--- config.mk ---
export PLATFORM = sky130hd
export DESIGN_NAME = u21_cfg_seq
export DESIGN_NICKNAME = d
export VERILOG_FILES = /design/src/rtl/u21_cfg_seq.sv
export SDC_FILE = /design/constraint.sdc
export NUM_CORES = 1
export LEC_CHECK = 0
export CORE_UTILIZATION = 25
export CTS_BUF_LIST = sky130_fd_sc_hd__clkbuf_8 sky130_fd_sc_hd__clkbuf_16
export DETAILED_ROUTE_END_ITERATION = 7
export PLACE_DENSITY_LB_ADDON = 0.3
export SYNTH_ARGS = -nofsm -noshare
export SYNTH_HDL_FRONTEND = slang
export SYNTH_SLANG_ARGS = --single-unit
export TNS_END_PERCENT = 30
--- constraint.sdc ---
create_clock -name clk -period 2.4 [get_ports clk]
set_input_delay 0.36 -clock clk [delete_from_list [all_inputs] [get_ports clk]]
set_output_delay 0.36 -clock clk [all_outputs]
set_load 0.03 [all_outputs]
--- src/rtl/u21_cfg_seq.sv ---
// u21_cfg_seq: walks u21_ref through pins 0..3 for one truth table and returns the packed wiring word.
// Optional feature macro U21_CACHE_EN: a 16-entry wiring cache indexed by function that skips the pin walk on a hit.
module u21_cfg_seq #(
    parameter int unsigned REF_LAT = 1
) (
    input  logic        clk,
    input  logic        rst_n,
    input  logic        req_valid,
    output logic        req_ready,
    input  logic [3:0]  req_func,
    output logic [3:0]  ref_func,
    output logic [1:0]  ref_pin,
    input  logic [2:0]  ref_wiring,
    output logic        rsp_valid,
    input  logic        rsp_ready,
    output logic [3:0]  rsp_func,
    output logic [11:0] rsp_wiring,
    output logic        rsp_err
);

    typedef enum logic [1:0] {S_IDLE, S_RUN, S_HIT, S_RESP} state_t;

    localparam logic [2:0] LAT = 3'(REF_LAT);

    state_t      state_q, state_d;
    logic [3:0]  func_q, func_d;
    logic [1:0]  pin_q, pin_d;
    logic [2:0]  issue_q, issue_d;
    logic [1:0]  cap_q, cap_d;
    logic [11:0] acc_q, acc_d;
    logic        accept, capture, last_capture, hit;
    logic [11:0] hit_wiring;

    // A code above 3 is out of range; bit 2 of any slot flags it.
    function automatic logic code_err(input logic [11:0] w);
        return w[2] | w[5] | w[8] | w[11];
    endfunction

    assign accept       = req_valid && (state_q == S_IDLE);
    assign capture      = (state_q == S_RUN) && (issue_q >= LAT);
    assign last_capture = capture && (cap_q == 2'd3);

`ifdef U21_CACHE_EN
    logic [15:0] cache_vld_q;
    logic [11:0] cache_data_q [16];
    logic        fill;

    assign hit        = cache_vld_q[req_func];
    assign hit_wiring = cache_data_q[req_func];
    assign fill       = last_capture && !code_err(acc_d);

    always_ff @(posedge clk or negedge rst_n) begin
        if (!rst_n) begin
            cache_vld_q <= '0;
        end else if (fill) begin
            cache_vld_q[func_q] <= 1'b1;
        end
    end

    // NOTE: the data array has no reset; the valid bits alone decide whether an entry is used.
    always_ff @(posedge clk) begin
        if (fill) begin
            cache_data_q[func_q] <= acc_d;
        end
    end
`else
    assign hit        = 1'b0;
    assign hit_wiring = '0;
`endif

    // NOTE: sequential state uses non-blocking assignments so every register samples pre-edge values.
    always_ff @(posedge clk or negedge rst_n) begin
        if (!rst_n) begin
            state_q <= S_IDLE;
        end else begin
            state_q <= state_d;
        end
    end

    always_comb begin
        state_d = state_q;
        case (state_q)
            S_IDLE:  if (accept)       state_d = hit ? S_HIT : S_RUN;
            S_RUN:   if (last_capture) state_d = S_RESP;
            S_HIT:                     state_d = S_RESP;
            S_RESP:  if (rsp_ready)    state_d = S_IDLE;
            default:                   state_d = S_IDLE;
        endcase
    end

    always_comb begin
        req_ready  = (state_q == S_IDLE);
        rsp_valid  = (state_q == S_RESP);
        ref_func   = func_q;
        ref_pin    = pin_q;
        rsp_func   = func_q;
        rsp_wiring = acc_q;
        rsp_err    = code_err(acc_q);
    end

    // NOTE: every next-state variable takes its current value first, so no path can infer a latch.
    always_comb begin
        func_d  = func_q;
        pin_d   = pin_q;
        issue_d = issue_q;
        cap_d   = cap_q;
        acc_d   = acc_q;
        case (state_q)
            S_IDLE: begin
                if (accept) begin
                    func_d  = req_func;
                    pin_d   = 2'd0;
                    issue_d = 3'd0;
                    cap_d   = 2'd0;
                    acc_d   = hit ? hit_wiring : 12'd0;
                end
            end
            S_RUN: begin
                issue_d = issue_q + 3'd1;
                if (pin_q != 2'd3) pin_d = pin_q + 2'd1;
                if (capture) cap_d = cap_q + 2'd1;
                // Slot index follows the capture counter, which lags the pin by REF_LAT cycles.
                for (int s = 0; s < 4; s++) begin
                    if (capture && (cap_q == 2'(s))) acc_d[3*s +: 3] = ref_wiring;
                end
            end
            S_RESP: begin
                if (rsp_ready) pin_d = 2'd0;
            end
            default: ;
        endcase
    end

    always_ff @(posedge clk or negedge rst_n) begin
        if (!rst_n) begin
            func_q  <= '0;
            pin_q   <= '0;
            issue_q <= '0;
            cap_q   <= '0;
            acc_q   <= '0;
        end else begin
            func_q  <= func_d;
            pin_q   <= pin_d;
            issue_q <= issue_d;
            cap_q   <= cap_d;
            acc_q   <= acc_d;
        end
    end

endmodule

Word-level counts from Yosys, hierarchy flattened

Cells that the tools add are included.
W data, S select, Z words.

Bits in latches: 0
Input port bits: 11
Register bits after elaboration: 25
Output and inout bits: 25
ROM bits: 0
Memory bits (writable): 0
Word-level logic and storage cells: 67
Memories: 0

Multiplexer cells: 17
Shift operators: 0
Eq/ne operators: 15
Order comparisons: 1
Multiply operators: 0
Divide/modulo/power cells: 0
Bitwise gates (word level): 3
Add/subtract/negate cells: 3
Reduce and logical (&&, ||, !) cells: 19

Operators by type and width:

| kind                  | number |
|---|---|
| $pmux W12 S2          | 1 |
| $reduce_and A3 Y1     | 6 |
| $mux W3               | 5 |
| $mux W12              | 1 |
| $mux W2               | 6 |
| $ne A2 B1 Y1 const B  | 6 |
| $eq A2 B2 Y1 const B  | 4 |
| $pmux W2 S4           | 1 |
| $logic_and A1 B1 Y1   | 6 |
| $ne A2 B2 Y1 const B  | 3 |
| $pmux W2 S3           | 1 |
| $pmux W3 S2           | 1 |
| $add A2 B1 Y2 const B | 2 |
| $eq A2 B1 Y1 const B  | 2 |
| $logic_not A2 Y1      | 2 |
| $pmux W2 S2           | 1 |
| $reduce_and A2 Y1     | 2 |
| $reduce_and A4 Y1     | 1 |
| $add A3 B1 Y3 const B | 1 |
| $ge A3 B1 Y1 const B  | 1 |
| $or A1 B1 Y1          | 3 |
| $reduce_bool A3 Y1    | 1 |
| $reduce_bool A2 Y1    | 1 |

Longest topological paths before layout

Depth in word-level cells: 5
Mapped depth: 6
Mapped depth without buffers: 5

Worst setup path after synthesis

No wires, ideal clock.

Kind: reg2reg
From: register state_q[0]
To: register acc_q[11], in the netlist rsp_wiring[11]
Arrival: 1.619 ns
Library setup time: 0.150 ns
Stages on the path, launching flop included: 6
Period minus slack after synthesis: 1.769 ns
Slack: 0.631 ns
Required time: 2.250 ns
Buffers on the path: 1
Cells stage by stage: dfrtp_1 -> inv_1 -> ha_1 -> mux2i_1 -> buf_2 -> o311ai_0

Elaborated cells between the ends (all ways): 10
Classes of those cells: eq/ne (3); mux (1); reduce/logical (6)

RTL lines:

| item                               | RTL line | text |
|---|---|---|
| from (decl)                        | 25       | `state_t state_q, state_d;` |
| from (signal assigned)             | 76       | `state_q <= state_d;` |
| $logic_not A2 Y1 *                 | n/a      |  |
| net req_ready                      | 9        | `output logic req_ready,` |
| $logic_and A1 B1 Y1                | 39       | `assign accept = req_valid && (state_q == S_IDLE);` |
| $ne A2 B1 Y1 (no source line)      | n/a      |  |
| $reduce_and A3 Y1 (no source line) | n/a      |  |
| to (signal assigned)               | 140      | `acc_q <= '0;` |
| to (signal assigned)               | 146      | `acc_q <= acc_d;` |
| to (decl)                          | 30       | `logic [11:0] acc_q, acc_d;` |

Mark *: on every way through the listed nets, which the timed path passes. The rest lies on a longest branch.
A chain may end at the register's enable or synchronous reset.

Final worst setup path

From: register state_q[1]
To: output port req_ready

Longest elaborated chain between the ends: 1

Ends and longest elaborated chain:

| item             | RTL line | text |
|---|---|---|
| $logic_not A2 Y1 | 92       | `req_ready = (state_q == S_IDLE);` |
| to (decl)        | 9        |  |

Every way passes these cells.

==> qor.csv <==
stage;metric;value;unit
floorplan;core area;0.00527;mm^2
sta;worst-margin pin slew;0.520;ns
sta;relative max-transition margin;0.652;
floorplan;Initial Util;0.266;
floorplan;Die Wd;76.9;um
yosys;post-synth cell types;28;
placed_design;dpl cell area;0.00182;mm^2
placed_design;detailed placement HPWL;2300;um
layout;antenna diode count;0;
yosys;adder-cell share of the synthesized area;0.0981;
pwr;IR drop worst, VDD;0.000682;V
sta;setup ws final;0.249;ns
yosys;Syn Area/Cell;11.5;um^2
drt;WL/cell;13.0;um
sta;Final Setup Violations;0;
setup_path;CP Launch Type;register;
yosys;most used flip-flop cell after synthesis;dfrtp_1;
clock_tree;CTS tree;yes;
drt;starting DRC count in detailed routing;31;
yosys;XOR/XNOR Fraction of Synth Area;0;
sta;endpoints failing hold;0;
setup_path;worst r2r dst;rsp_wiring[8];
placed_design;I/O Buffers;35;
drt;antenna viol nets, final;0;
setup_path;critical-path cell list;inv_1, ha_1, clkdlybuf4s50_1;
layout;share of cells above drive strength 1;0.127;
sta;crit path time final;2.15;ns
setup_path;worst setup path endpoint;req_ready;
layout;register area;626;um^2
global_routing;vias in the first global route;1046;
clock_tree;Setup Buffers After CTS;0;
setup_path;r2r startpoint;issue_q[0];
clock_tree;clock root buffer;clkbuf_8;
drt;drt total wl;2950;um
placed_design;GPL Wtd Cong;0.730;
drt;via/cell ratio;4.50;
setup_path;Top delay family on crit path;buffers and inverters;
setup_path;CP Launch Point;state_q[1];
yosys;Yosys warnings;0;
sta;Final Cycle Share;0.896;
clock_tree;hold buffer count at cts;0;
clock_tree;Worst-path clk slew;0.10;ns
setup_path;Reg2Reg Setup Slack;0.41;ns
yosys;mux contribution to synthesized area;0.121;
floorplan;I/O pin count;36;
clock_tree;clk sinks;25;
global_routing;GRT Total Usage;0.109;
setup_path;Critical Path End Type;output port;
yosys;post-synthesis sequential area ratio;0.446;
floorplan;Die Ht;76.9;um
yosys;Compound-Gate Fraction of Synth Area;0.117;
yosys;Synthesized Nets;144;
clock_tree;cts repair resizes;0;
pwr;Lkg Pwr;0.863;nW
clock_tree;H-Tree Level Count;1;
pwr;PwrDens;1500;mW/mm^2
setup_path;worst-path maximum fanout;6;
yosys;#FFs+latches synth;25;
floorplan;die area;0.00591;mm^2
yosys;Synth async-reset ratio;1.00;
setup_path;WP depth;3;
sta;max frequency;465;MHz
clock_tree;Clock Latency Late Sink;0.27;ns
layout;Layout fillers;550;
layout;area of the multi-input gates;699;um^2
run_status;status;complete, no violations;
global_routing;antenna violations before repair;0;
yosys;Synth top area share;0.446;
yosys;largest family of logic cells by synthesized area;simple AND/OR/NAND/NOR gates;
sta;Final Max Tran Viols;0;
setup_path;max incr delay on CP;0.72;ns
yosys;most frequent cell after synthesis;dfrtp_1;
drt;DR vias;1022;
clock_tree;Longest Clk Path Bufs;2;
drt;Pre-Repair DR Iteration Count;4;
yosys;ranking of synthesized cells by area;dfrtp_1 (45%), ha_1 (9.8%), mux2i_1 (7.9%), nand2_1 (6.2%), nand3b_4 (4.3%);
job;Max Cap Viol;0;
global_routing;first-pass GRT wire length;5170;um
yosys;Post-Syn Area;0.00140;mm^2
sta;RSZ-0062 raised after global routing;no;
layout;Post-Layout Inst Area;0.00186;mm^2
sta;Clock Skews;0.0135;ns
setup_path;Setup CP Type;reg2out;
setup_path;slowest cell on the critical path;clkdlybuf4s50_1;
global_routing;largest net degree at the start of global routing;26;
sta;TNS Setup;0;ns
drt;DRC viols;0;
clock_tree;CTS buffer count;3;
hold_path;Hold/Removal Path Class;in2async;
yosys;commonest cells in the synthesized netlist;dfrtp_1 (25), nand2_1 (23), ha_1 (11), mux2i_1 (11), inv_1 (8);
floorplan;# rows;26;
setup_path;R2R depth;4;
yosys;EDFF count, synth;0;
yosys;leading area contributor after synthesis;dfrtp_1;
yosys;Mapped Cells;122;
layout;Nets;180;
setup_path;Worst Path Arrival;1.79;ns
yosys;Simple-Gate Fraction of Synth Area;0.162;
placed_design;Post-Place Worst Slack;0.429;ns
layout;Layout area overhead;32.9;%
setup_path;Critical Path RT;2.04;ns
setup_path;buffers and inverters on the worst path;2;
global_routing;Overflow after GRT;0;
## logic make-up (layout without fill, tap and decap cells)
logic type | Yosys count | count (layout)
buffers and inverters | 15 | 50
and+or+nand+nor | 39 | 39
muxes | 16 | 16
adders and majority gates | 11 | 11
DFF | 25 | 25
AOI/OAI and AO/OA | 16 | 16
## how the worst min path moves through the flow
stage	cells after the start	end
detailed placement	2	rsp_wiring[7]
floorplan	0	cap_q[0]
finish	2	rsp_wiring[9]
global placement	2	rsp_wiring[9]
global route	2	rsp_wiring[9]
CTS	2	rsp_wiring[9]
## cell usage in the layout (no fill, tap or decap), drive strengths merged, types with 4 or more instances in the layout
cell type,instances
clkdlybuf4s50,35
dfrtp,25
ha,11
inv,8
mux2,5
mux2i,11
nand2,23
nand3b,4
o311ai,5
## cell type report
class / instances / area share
Clock buffer: 3 / 0.0221
Clock inverter: 1 / 0.00403
Inverter: 8 / 0.0161
Multi-Input combinational cell: 82 / 0.375
Sequential cell: 25 / 0.336
Tap cell: 70 / 0.0470
Timing Repair Buffer: 38 / 0.200
## metal layers
layer / wire [um] / vias up / global-route usage
li1: - / 497 / -
met1: 1330 / 504 / 0.128
met2: 1480 / 19 / 0.196
met3: 117 / 2 / 0.0310
met4: 24 / 0 / 0.0231
met5: 0 / - / 0
## worst register-to-register path: cells and delay by family, from the launching register on
family,cells,cell delay (ns)
DFF,1,0.46
adders and majority gates,1,0.27
and+or+nand+nor,2,0.98
muxes,1,0.20
## power by group
group / total, mW / switching, mW / internal (mW)
clock: 0.252 / 0.135 / 0.118
sequential: 0.775 / 0.163 / 0.612
combinational: 1.77 / 0.990 / 0.781
## registers in the layout, summed over array words and instances (netlist names)
signal and flops:
ref_func 4, rsp_wiring 12, state_q 2, ref_pin 2, cap_q 2, issue_q 3
## metrics by stage
stage | util | total power, mW | std cells | hold WS (ns)
after floorplan | - | 2.00 | 122 | 0.0644
after global placement | 0.344 | 2.52 | 223 | 0.512
after detailed placement | 0.344 | 2.58 | 223 | 0.520
after CTS | 0.354 | 2.84 | 227 | 0.454
after global routing | 0.354 | 3.01 | 227 | 0.477
final | 0.354 | 2.80 | 227 | 0.444
Note: power is estimated with default switching activity, not from simulation.
==> patch: new RTL, config.mk and constraints unchanged <==
Encoding of `state_t`: now one-hot (4 bits for 4 states).
--- a/src/rtl/u21_cfg_seq.sv
+++ b/src/rtl/u21_cfg_seq.sv
@@ -18,7 +18,7 @@
     output logic        rsp_err
 );
 
-    typedef enum logic [1:0] {S_IDLE, S_RUN, S_HIT, S_RESP} state_t;
+    typedef enum logic [3:0] {S_IDLE = 4'b0001, S_RUN = 4'b0010, S_HIT = 4'b0100, S_RESP = 4'b1000} state_t;
 
     localparam logic [2:0] LAT = 3'(REF_LAT);
 
Formal check against the unedited RTL: no difference found for any inputs over 10 cycles, from zero or initial values and one cycle with rst_n low; not proved beyond that.
==> patch against the original RTL <==
Final area shrank 4.7%. Largest cell class is now registers. Critical path type unchanged. Synthesized area shrank 6.5%. Synthesized cell count shrank 4.1%. Setup slack lost 0.097 ns. Sequential cell count grew 1. Critical endpoint unchanged. Fmax shrank 4.3%. Wire length shrank 4.1%. Highest routed layer unchanged.
Power is not compared: it rests on default switching activity, and its combinational part moved more than twofold at a synthesized area within 25%.
==> patch: results (changes against the original RTL) <==
- Outcome: completed
- Skew final: 0.007605 ns (-0.005884 ns)
- Antenna Cells: 0 (unchanged)
- Slowest cell on the critical path: clkdlybuf4s50_1
- Post-Route WL: 2826 um (-4.1%)
- Clock latency on the worst-skew pair: 0.28 ns
- Hold crit path type: in -> async
- Most used DFF post-synth: dfrtp_1
- Depth of the CTS H-tree: 1 (unchanged)
- Clock root buffer master: clkbuf_8
- Net count, final: 169 (-6.1%)
- CP Max Fanout: 14 (+8)
- Seq/Total Area, Yosys: 49.71% (+5.1 points)
- Ys async rst share: 100.0% (unchanged)
- RD Place Congestion: 0.6692 (-8.3%)
- Clock Tree Buf Depth: 2 (unchanged)
- Slew @ Worst Pin: 0.4182 ns (-0.1015 ns)
- DR vias: 1002 (-2.0%)
- Clock Pin Slew Worst Setup and Hold Paths: 0.10 ns (about the same)
- Initial antenna violation count: 0 (unchanged)
- Top cells by count, synth: dfrtp_1, nand2_1, mux2i_1
- GRT Total Usage: 11.31% (+0.39 points)
- TritonRoute pass-1 iters: 4 (unchanged)
- CTS Buf Count: 3 (unchanged)
- P_leak: 0.8402 nW
- Global-route wire length before repair: 4692 um (-9.2%)
- Post-synthesis cell type count: 33 (+18%)
- Max reg flops: 12 (unchanged)
- 1st-iter DRT viols: 55 (+77%)
- Critical Path AT: 1.89 ns (+0.10 ns)
- Synthesis warning total: 0 (unchanged)
- Largest net degree at the start of global routing: 27 (+3.8%)
- Peak VDD IR: 0.0004446 V
- CP delay by family, top: buffers and inverters
- Dominant cells by area after synthesis: dfrtp_1, mux2i_1, ha_1, nand2_1, mux2_2
- Post_cts resized: 0 (unchanged)
- Port bufs: 35 (unchanged)
- Placed Area: 1705 um^2 (-6.1%)
- Post-DP HPWL: 1981 um (-14%)
- CP max stage delay: 0.70 ns (-0.02 ns)
- Final hold viol count: 0 (unchanged)
- Share of cells above drive strength 1: 9.333% (-3.4 points)
- Syn Nets: 135 (-6.3%)
- Post CTS Setup Buffer Count: 0 (unchanged)
## patch: worst paths after layout
path | from | endpoint | slack, ns | depth (start not counted)
setup / recovery | state_q[0] | req_ready | 0.15 | 2
max in group asynchronous | rst_n | state_q[0] | 1.65 | 2
setup reg to reg | issue_q[0] | rsp_wiring[8] | 0.49 | 4
min in group clk | rsp_wiring[9] | rsp_wiring[9] | 0.54 | 2
hold reg to reg | rsp_wiring[9] | rsp_wiring[9] | 0.54 | 2
hold / removal | rst_n | rsp_wiring[10] | 0.44 | 2
## patch: where the power goes
part	internal (mW)	switching [mW]	total, mW
clock	0.224	0.150	0.373
combinational	0.382	0.494	0.875
sequential	0.549	0.117	0.666
## patch: area by class of cell
type                    count  area, um^2
clock buffers               3       41.29
clock inverters             1       30.03
fillers                   504        3103
inverters                   6       22.52
multi-input cells          77       581.8
flip-flops and latches     26       651.9
well taps                  67       83.83
repair buffers             37       365.4
## patch: cells by family after synthesis
kind of cell | share of synthesized area (%)
and+or+nand+nor | 17.18
DFF | 49.71
muxes | 14.12
buffers and inverters | 5.915
AOI/OAI and AO/OA | 6.393
adders and majority gates | 6.679
## patch: per-stage QoR
stage | cells | worst slack [ns]
global placement | 213 | 0.4805
CTS | 217 | 0.1391
global route | 217 | 0.09264
floorplan | 117 | 0.6013
finish | 217 | 0.1516
detailed placement | 213 | 0.4555
## patch: per-layer routing
layer  global-route usage (%)  part of all wire, %  vias to the layer above
li1                         -                    -                      465
met1                    15.08                   47                      497
met2                    17.72                   46                       35
met3                    2.710                  5.2                        5
met4                    4.403                  1.3                        0
met5                        0                    0                        -
